`config.mk`:
```
export PLATFORM = sky130hd
export DESIGN_NAME = conv_addr_sequencer
export DESIGN_NICKNAME = d
export VERILOG_FILES = /design/src/rtl/conv_addr_sequencer.sv
export SDC_FILE = /design/constraint.sdc
export NUM_CORES = 1
export LEC_CHECK = 0
export CAP_MARGIN = 20
export CELL_PAD_IN_SITES_DETAIL_PLACEMENT = 1
export CELL_PAD_IN_SITES_GLOBAL_PLACEMENT = 2
export CORE_MARGIN = 2
export CORE_UTILIZATION = 33
export DETAILED_ROUTE_END_ITERATION = 8
export GPL_TIMING_DRIVEN = 0
export PLACE_DENSITY_LB_ADDON = 0.1
export SKIP_LAST_GASP = 1
export SYNTH_ARGS = -nofsm -noshare
export SYNTH_HDL_FRONTEND = slang
export SYNTH_SLANG_ARGS = --single-unit
```
`constraint.sdc`:
```
create_clock -name clk -period 9.15 [get_ports clk]
set_input_delay 1.83 -clock clk [delete_from_list [all_inputs] [get_ports clk]]
set_output_delay 1.83 -clock clk [all_outputs]
set_load 0.01 [all_outputs]
```
`src/rtl/conv_addr_sequencer.sv`:
```
// Convolution address/enable sequencer: LOAD_W -> LOAD_I -> COMPUTE -> STORE_O per block, then FLUSH/DONE.
// Optional macro CONV_SEQ_WEIGHT_REUSE_EN: load weights only for block 0.
module conv_addr_sequencer #(
    parameter int AddressWidth  = 32,
    parameter int W_PEGroupSize = 4,
    parameter int O_PEGroupSize = 4,
    parameter int I_PEGroupSize = W_PEGroupSize + O_PEGroupSize - 1,
    parameter int BlockCount    = 4,
    parameter int ComputeCycles = 11,
    parameter int CntWidth      = 8
) (
    input  logic                    clk,
    input  logic                    aclr,
    input  logic                    start,
    input  logic [AddressWidth-1:0] W_Base,
    input  logic [AddressWidth-1:0] I_Base,
    input  logic [AddressWidth-1:0] O_Base,
    output logic                    busy,
    output logic                    done,
    output logic [AddressWidth-1:0] OFF_W_RAddr,
    output logic [AddressWidth-1:0] OFF_I_RAddr,
    output logic                    ON_W_WEn,
    output logic [AddressWidth-1:0] ON_W_WAddr,
    output logic                    ON_I_WEn,
    output logic [AddressWidth-1:0] ON_I_WAddr,
    output logic [AddressWidth-1:0] ON_O_RAddr,
    output logic                    OFF_O_WEn,
    output logic [AddressWidth-1:0] OFF_O_WAddr
);

    typedef enum logic [2:0] {
        S_IDLE, S_LOAD_W, S_LOAD_I, S_COMPUTE, S_STORE_O, S_FLUSH, S_DONE
    } state_t;

    localparam logic [CntWidth-1:0]     W_LAST = CntWidth'(W_PEGroupSize - 1);
    localparam logic [CntWidth-1:0]     I_LAST = CntWidth'(I_PEGroupSize - 1);
    localparam logic [CntWidth-1:0]     C_LAST = CntWidth'(ComputeCycles - 1);
    localparam logic [CntWidth-1:0]     O_LAST = CntWidth'(O_PEGroupSize - 1);
    localparam logic [CntWidth-1:0]     B_LAST = CntWidth'(BlockCount - 1);
    localparam logic [AddressWidth-1:0] STRIDE = AddressWidth'(O_PEGroupSize);

    state_t                  state, state_d;
    logic [CntWidth-1:0]     k, k_d, b, b_d;
    logic [AddressWidth-1:0] w_base, i_base, o_base, w_base_d, i_base_d, o_base_d;

    logic                    busy_nx, done_nx, on_w_wen_nx, on_i_wen_nx, off_o_wen_nx;
    logic [AddressWidth-1:0] off_w_raddr_nx, off_i_raddr_nx, on_o_raddr_nx;
    logic [AddressWidth-1:0] on_w_waddr_nx, on_i_waddr_nx, off_o_waddr_nx;

    always_ff @(posedge clk or negedge aclr) begin
        if (!aclr) begin
            state  <= S_IDLE;
            k      <= '0;
            b      <= '0;
            w_base <= '0;
            i_base <= '0;
            o_base <= '0;
        end else begin
            state  <= state_d;
            k      <= k_d;
            b      <= b_d;
            w_base <= w_base_d;
            i_base <= i_base_d;
            o_base <= o_base_d;
        end
    end

    always_comb begin
        state_d  = state;
        k_d      = k;
        b_d      = b;
        w_base_d = w_base;
        i_base_d = i_base;
        o_base_d = o_base;
        case (state)
            S_IDLE: if (start) begin
                state_d  = S_LOAD_W;
                k_d      = '0;
                b_d      = '0;
                w_base_d = W_Base;
                i_base_d = I_Base;
                o_base_d = O_Base;
            end
            S_LOAD_W: if (k == W_LAST) begin
                state_d = S_LOAD_I;
                k_d     = '0;
            end else k_d = k + CntWidth'(1);
            S_LOAD_I: if (k == I_LAST) begin
                state_d = S_COMPUTE;
                k_d     = '0;
            end else k_d = k + CntWidth'(1);
            S_COMPUTE: if (k == C_LAST) begin
                state_d = S_STORE_O;
                k_d     = '0;
            end else k_d = k + CntWidth'(1);
            S_STORE_O: if (k == O_LAST) begin
                k_d = '0;
                if (b == B_LAST) state_d = S_FLUSH;
                else begin
                    b_d = b + CntWidth'(1);
`ifdef CONV_SEQ_WEIGHT_REUSE_EN
                    state_d = S_LOAD_I;
`else
                    state_d = S_LOAD_W;
`endif
                end
            end else k_d = k + CntWidth'(1);
            S_FLUSH: state_d = S_DONE;
            S_DONE:  state_d = S_IDLE;
            default: state_d = S_IDLE;
        endcase
    end

    // Read addresses follow the upcoming state so they line up with it once registered;
    // the delayed writes trail the current read phase by exactly one cycle.
    always_comb begin
        busy_nx        = (state_d != S_IDLE) && (state_d != S_DONE);
        done_nx        = (state_d == S_DONE);
        off_w_raddr_nx = (state_d == S_LOAD_W) ? w_base_d + AddressWidth'(k_d) : OFF_W_RAddr;
        off_i_raddr_nx = (state_d == S_LOAD_I) ?
                         i_base_d + AddressWidth'(b_d) * STRIDE + AddressWidth'(k_d) : OFF_I_RAddr;
        on_o_raddr_nx  = (state_d == S_STORE_O) ? AddressWidth'(k_d) : ON_O_RAddr;
        on_w_wen_nx    = (state == S_LOAD_W);
        on_w_waddr_nx  = (state == S_LOAD_W) ? AddressWidth'(k) : ON_W_WAddr;
        on_i_wen_nx    = (state == S_LOAD_I);
        on_i_waddr_nx  = (state == S_LOAD_I) ? AddressWidth'(k) : ON_I_WAddr;
        off_o_wen_nx   = (state == S_STORE_O);
        off_o_waddr_nx = (state == S_STORE_O) ?
                         o_base + AddressWidth'(b) * STRIDE + AddressWidth'(k) : OFF_O_WAddr;
    end

    always_ff @(posedge clk or negedge aclr) begin
        if (!aclr) begin
            busy        <= 1'b0;
            done        <= 1'b0;
            OFF_W_RAddr <= '0;
            OFF_I_RAddr <= '0;
            ON_O_RAddr  <= '0;
            ON_W_WEn    <= 1'b0;
            ON_W_WAddr  <= '0;
            ON_I_WEn    <= 1'b0;
            ON_I_WAddr  <= '0;
            OFF_O_WEn   <= 1'b0;
            OFF_O_WAddr <= '0;
        end else begin
            busy        <= busy_nx;
            done        <= done_nx;
            OFF_W_RAddr <= off_w_raddr_nx;
            OFF_I_RAddr <= off_i_raddr_nx;
            ON_O_RAddr  <= on_o_raddr_nx;
            ON_W_WEn    <= on_w_wen_nx;
            ON_W_WAddr  <= on_w_waddr_nx;
            ON_I_WEn    <= on_i_wen_nx;
            ON_I_WAddr  <= on_i_waddr_nx;
            OFF_O_WEn   <= off_o_wen_nx;
            OFF_O_WAddr <= off_o_waddr_nx;
        end
    end

endmodule

```
==> impl_metrics.env <==
export IMPL_status="finished, final reports clean"
export IMPL_worstPathArrival_ps=7440
export IMPL_vdd_drop_max_v=0.000128
export IMPL_crit_path_start_kind="primary input"
export IMPL_synth_edf_count=0
export IMPL_postRouteAntennaNets=0
export IMPL_slew_headroom_pct=27.4
export IMPL_cts_tree="built"
export IMPL_die_h_um=205
export IMPL_final_nets=1938
export IMPL_num_vias=11500
export IMPL_htree_levels=1
export IMPL_ys_top_cells_by_area="dfrtp_1, nand2_1, buf_4"
export IMPL_finalClockSkew_ps=17.4
export IMPL_fin_tns_setup_ps=0
export IMPL_worstPathMaxFanout=10
export IMPL_first_iter_violations=498
export IMPL_fin_crit_ps=6970
export IMPL_dp_cells=2277
export IMPL_synth_avg_cell_area_um2=9.21
export IMPL_std_cell_rows=73
export IMPL_initial_core_util_pct=33.5
export IMPL_cp_required_ps=9630
export IMPL_rsz0062_at_grt="false"
export IMPL_cts_buffers=30
export IMPL_yosys_area_top_type="dfrtp_1"
export IMPL_grt_pass1_wl_um=69600
export IMPL_wl_um=45200
export IMPL_fillers=4624
export IMPL_path_clk_slew_ps=60
export IMPL_synth_seq_cells=240
export IMPL_synthesis_area_um2=13400
export IMPL_io_buffers=223
export IMPL_die_area_um2=42200
export IMPL_synth_commonest_cells="nand2_1, dfrtp_1, o21ai_0"
export IMPL_firstDrtPassIters=4
export IMPL_antenna_found_initial=0
export IMPL_fmax_mhz=144
export IMPL_drv_cap=0
export IMPL_clk_latency_ps=580
export IMPL_period_share_pct=76.1
export IMPL_async_flop_share_pct=100
export IMPL_worstSetupPathType="in2reg"
export IMPL_total_power_uw=2730
export IMPL_syn2layout_area_growth_pct=31.9
export IMPL_syn_inst=1452
export IMPL_synthMostInstantiatedCell="nand2_1"
export IMPL_slew_viol_final=0
export IMPL_worst_pin_slew_ps=1080
export IMPL_setup_viol=0
export IMPL_cts_setup_buffers=0
export IMPL_finalHoldViolCount=0
export IMPL_grt_remaining_overflow=0
export IMPL_clock_path_buffers=3
export IMPL_hp_class="reg2reg"
export IMPL_final_layout_size_suffix_gt1_share_pct=11.9
export IMPL_grt_max_degree=109
export IMPL_cts_sinks=240
export IMPL_synth_top_area_share_pct=44.9
export IMPL_ys_types=72
export IMPL_ys_seq_area_share_pct=44.9
export IMPL_end_kind="register"
export IMPL_grt_pass1_vias=11900
export IMPL_core_area_um2=39900
export IMPL_routabilityCongestion=0.830
export IMPL_vias_per_cell=4.95
export IMPL_yosysWarnings=0
export IMPL_hpwl_um=34200
export IMPL_cts_root_buf="clkbuf_16"
export IMPL_die_w_um=205
export IMPL_power_density_nw_per_um2=155
export IMPL_cts_hold_fix_buffers=0
export IMPL_diodes=0
export IMPL_synthFlopType="dfrtp_1"
export IMPL_wire_per_inst_um=19.4
export IMPL_power_leakage_uw=0.00792
export IMPL_track_usage_pct=21.3
export IMPL_hold_worst_slack_ps=479
export IMPL_drc=0
export IMPL_ios=296
export IMPL_fin_cells=2331
export IMPL_cts_resized_gates=0
-- cells in the final DEF (no fill, tap or decap), drive strengths merged, types with 5 or more instances in the layout --
master / netlist / final
inv: 42 / 42
nand2b: 6 / 6
mux2: 35 / 35
o22ai: 5 / 5
o21a: 9 / 9
nor4: 23 / 23
buf: 97 / 105
clkinvlp: 0 / 6
a21o: 11 / 11
a22oi: 5 / 5
clkinv: 0 / 9
nor2: 58 / 58
a2111oi: 5 / 5
a22o: 5 / 5
conb: 1 / 72
nand3: 42 / 42
dfrtp: 240 / 240
mux2i: 12 / 12
xnor2: 56 / 56
o21bai: 8 / 8
nand2: 363 / 363
nor4b: 8 / 8
o31ai: 12 / 12
a211oi: 14 / 14
xor2: 15 / 15
fa: 15 / 15
nand4: 23 / 23
nor3b: 9 / 9
a21oi: 55 / 55
and4: 7 / 7
and3: 16 / 16
clkdlybuf4s50: 0 / 222
a31oi: 12 / 12
o221ai: 6 / 6
ha: 39 / 39
and2: 8 / 8
clkbuf: 37 / 71
nor3: 23 / 23
o21ai: 97 / 97
-- path summary, 6_finish.rpt --
check,from,to,slack [ps],cells after the start
max,start,OFF_I_RAddr[30]$_DFFE_PN0N_,2180,18
min,OFF_O_WAddr[7]$_DFFE_PN0P_,OFF_O_WAddr[7]$_DFFE_PN0P_,480,2
max reg2reg,state[1]$_DFF_PN0_,OFF_I_RAddr[30]$_DFFE_PN0N_,3480,19
min reg2reg,OFF_O_WAddr[7]$_DFFE_PN0P_,OFF_O_WAddr[7]$_DFFE_PN0P_,480,2
max in group asynchronous,aclr,w_base[28]$_DFF_PN0_,7000,2
min in group asynchronous,aclr,o_base[18]$_DFFE_PN0P_,1190,1
-- worst max-delay path: stages --
cell and delay (ps):
clkdlybuf4s50_1 440, or4b_4 240, buf_6 170, buf_6 200, clkbuf_1 540, clkbuf_1 680, clkbuf_1 460, nand2_1 100
nand2_1 130, fa_1 480, ha_1 330, a211oi_1 210, o21bai_1 130, a2111oi_2 660, buf_4 280, nor3_2 80
and3_1 220, o31ai_1 230
-- area by class of cell --
type                            instances  area, um^2  area share (%)
Timing Repair Buffer                  230        2320            13.2
Buffer                                134         830            4.70
Sequential cell                       240        6010            34.0
Multi-Input combinational cell       1107        6650            37.7
Inverter                               42         158           0.894
Tap cell                              525         657            3.72
Clock buffer                           34         797            4.52
Clock inverter                         19         218            1.23
-- report_power, final --
group          internal, uW  switching [uW]  total [uW]
Combinational           174             173         347
Clock                   736             495        1230
Sequential             1120            38.3        1150
Total                  2030             706        2730
-- flip-flops by register name, indices dropped and copies added (netlist names) --
| register | cells |
|---|---|
| OFF_O_WEn | 1 |
| ON_W_WAddr | 8 |
| o_base | 32 |
| OFF_O_WAddr | 32 |
| busy | 1 |
| OFF_I_RAddr | 32 |
| state | 3 |
| k | 8 |
| i_base | 32 |
| w_base | 32 |
| b | 8 |
| ON_I_WEn | 1 |
| ON_O_RAddr | 8 |
| ON_I_WAddr | 8 |
| ON_W_WEn | 1 |
| OFF_W_RAddr | 32 |
| done | 1 |
-- metrics by stage --
step / util, % / area [um^2] / worst slack, ps
after floorplan: - / 13600 / 3300
after global placement: 41.4 / 16500 / -4760
after detailed placement: 41.6 / 16600 / 1450
after CTS: 44.2 / 17600 / 2040
after global routing: 44.2 / 17600 / 1790
final: 44.2 / 17600 / 2180
-- metal layers --
layer / global-route usage [%] / vias to the layer above / share of wire (%)
met3: 3.18 / 43 / 4.4
li1: - / 5524 / -
met5: 0 / - / 0
met4: 3.78 / 0 / 1.6
met2: 37.0 / 261 / 49
met1: 28.5 / 5706 / 45
-- cell families after synthesis --
kind of cell,count (synthesis),synth area share (%)
xor gates and xnor gates,71,4.65
buffers and inverters,176,7.38
and+or+nand+nor,600,20.8
muxes,47,3.84
adders and majority gates,54,5.89
AOI/OAI and AO/OA,263,12.5
other,1,0.0280
DFF,240,44.9
No activity file was read; power rests on OpenSTA's default activity.
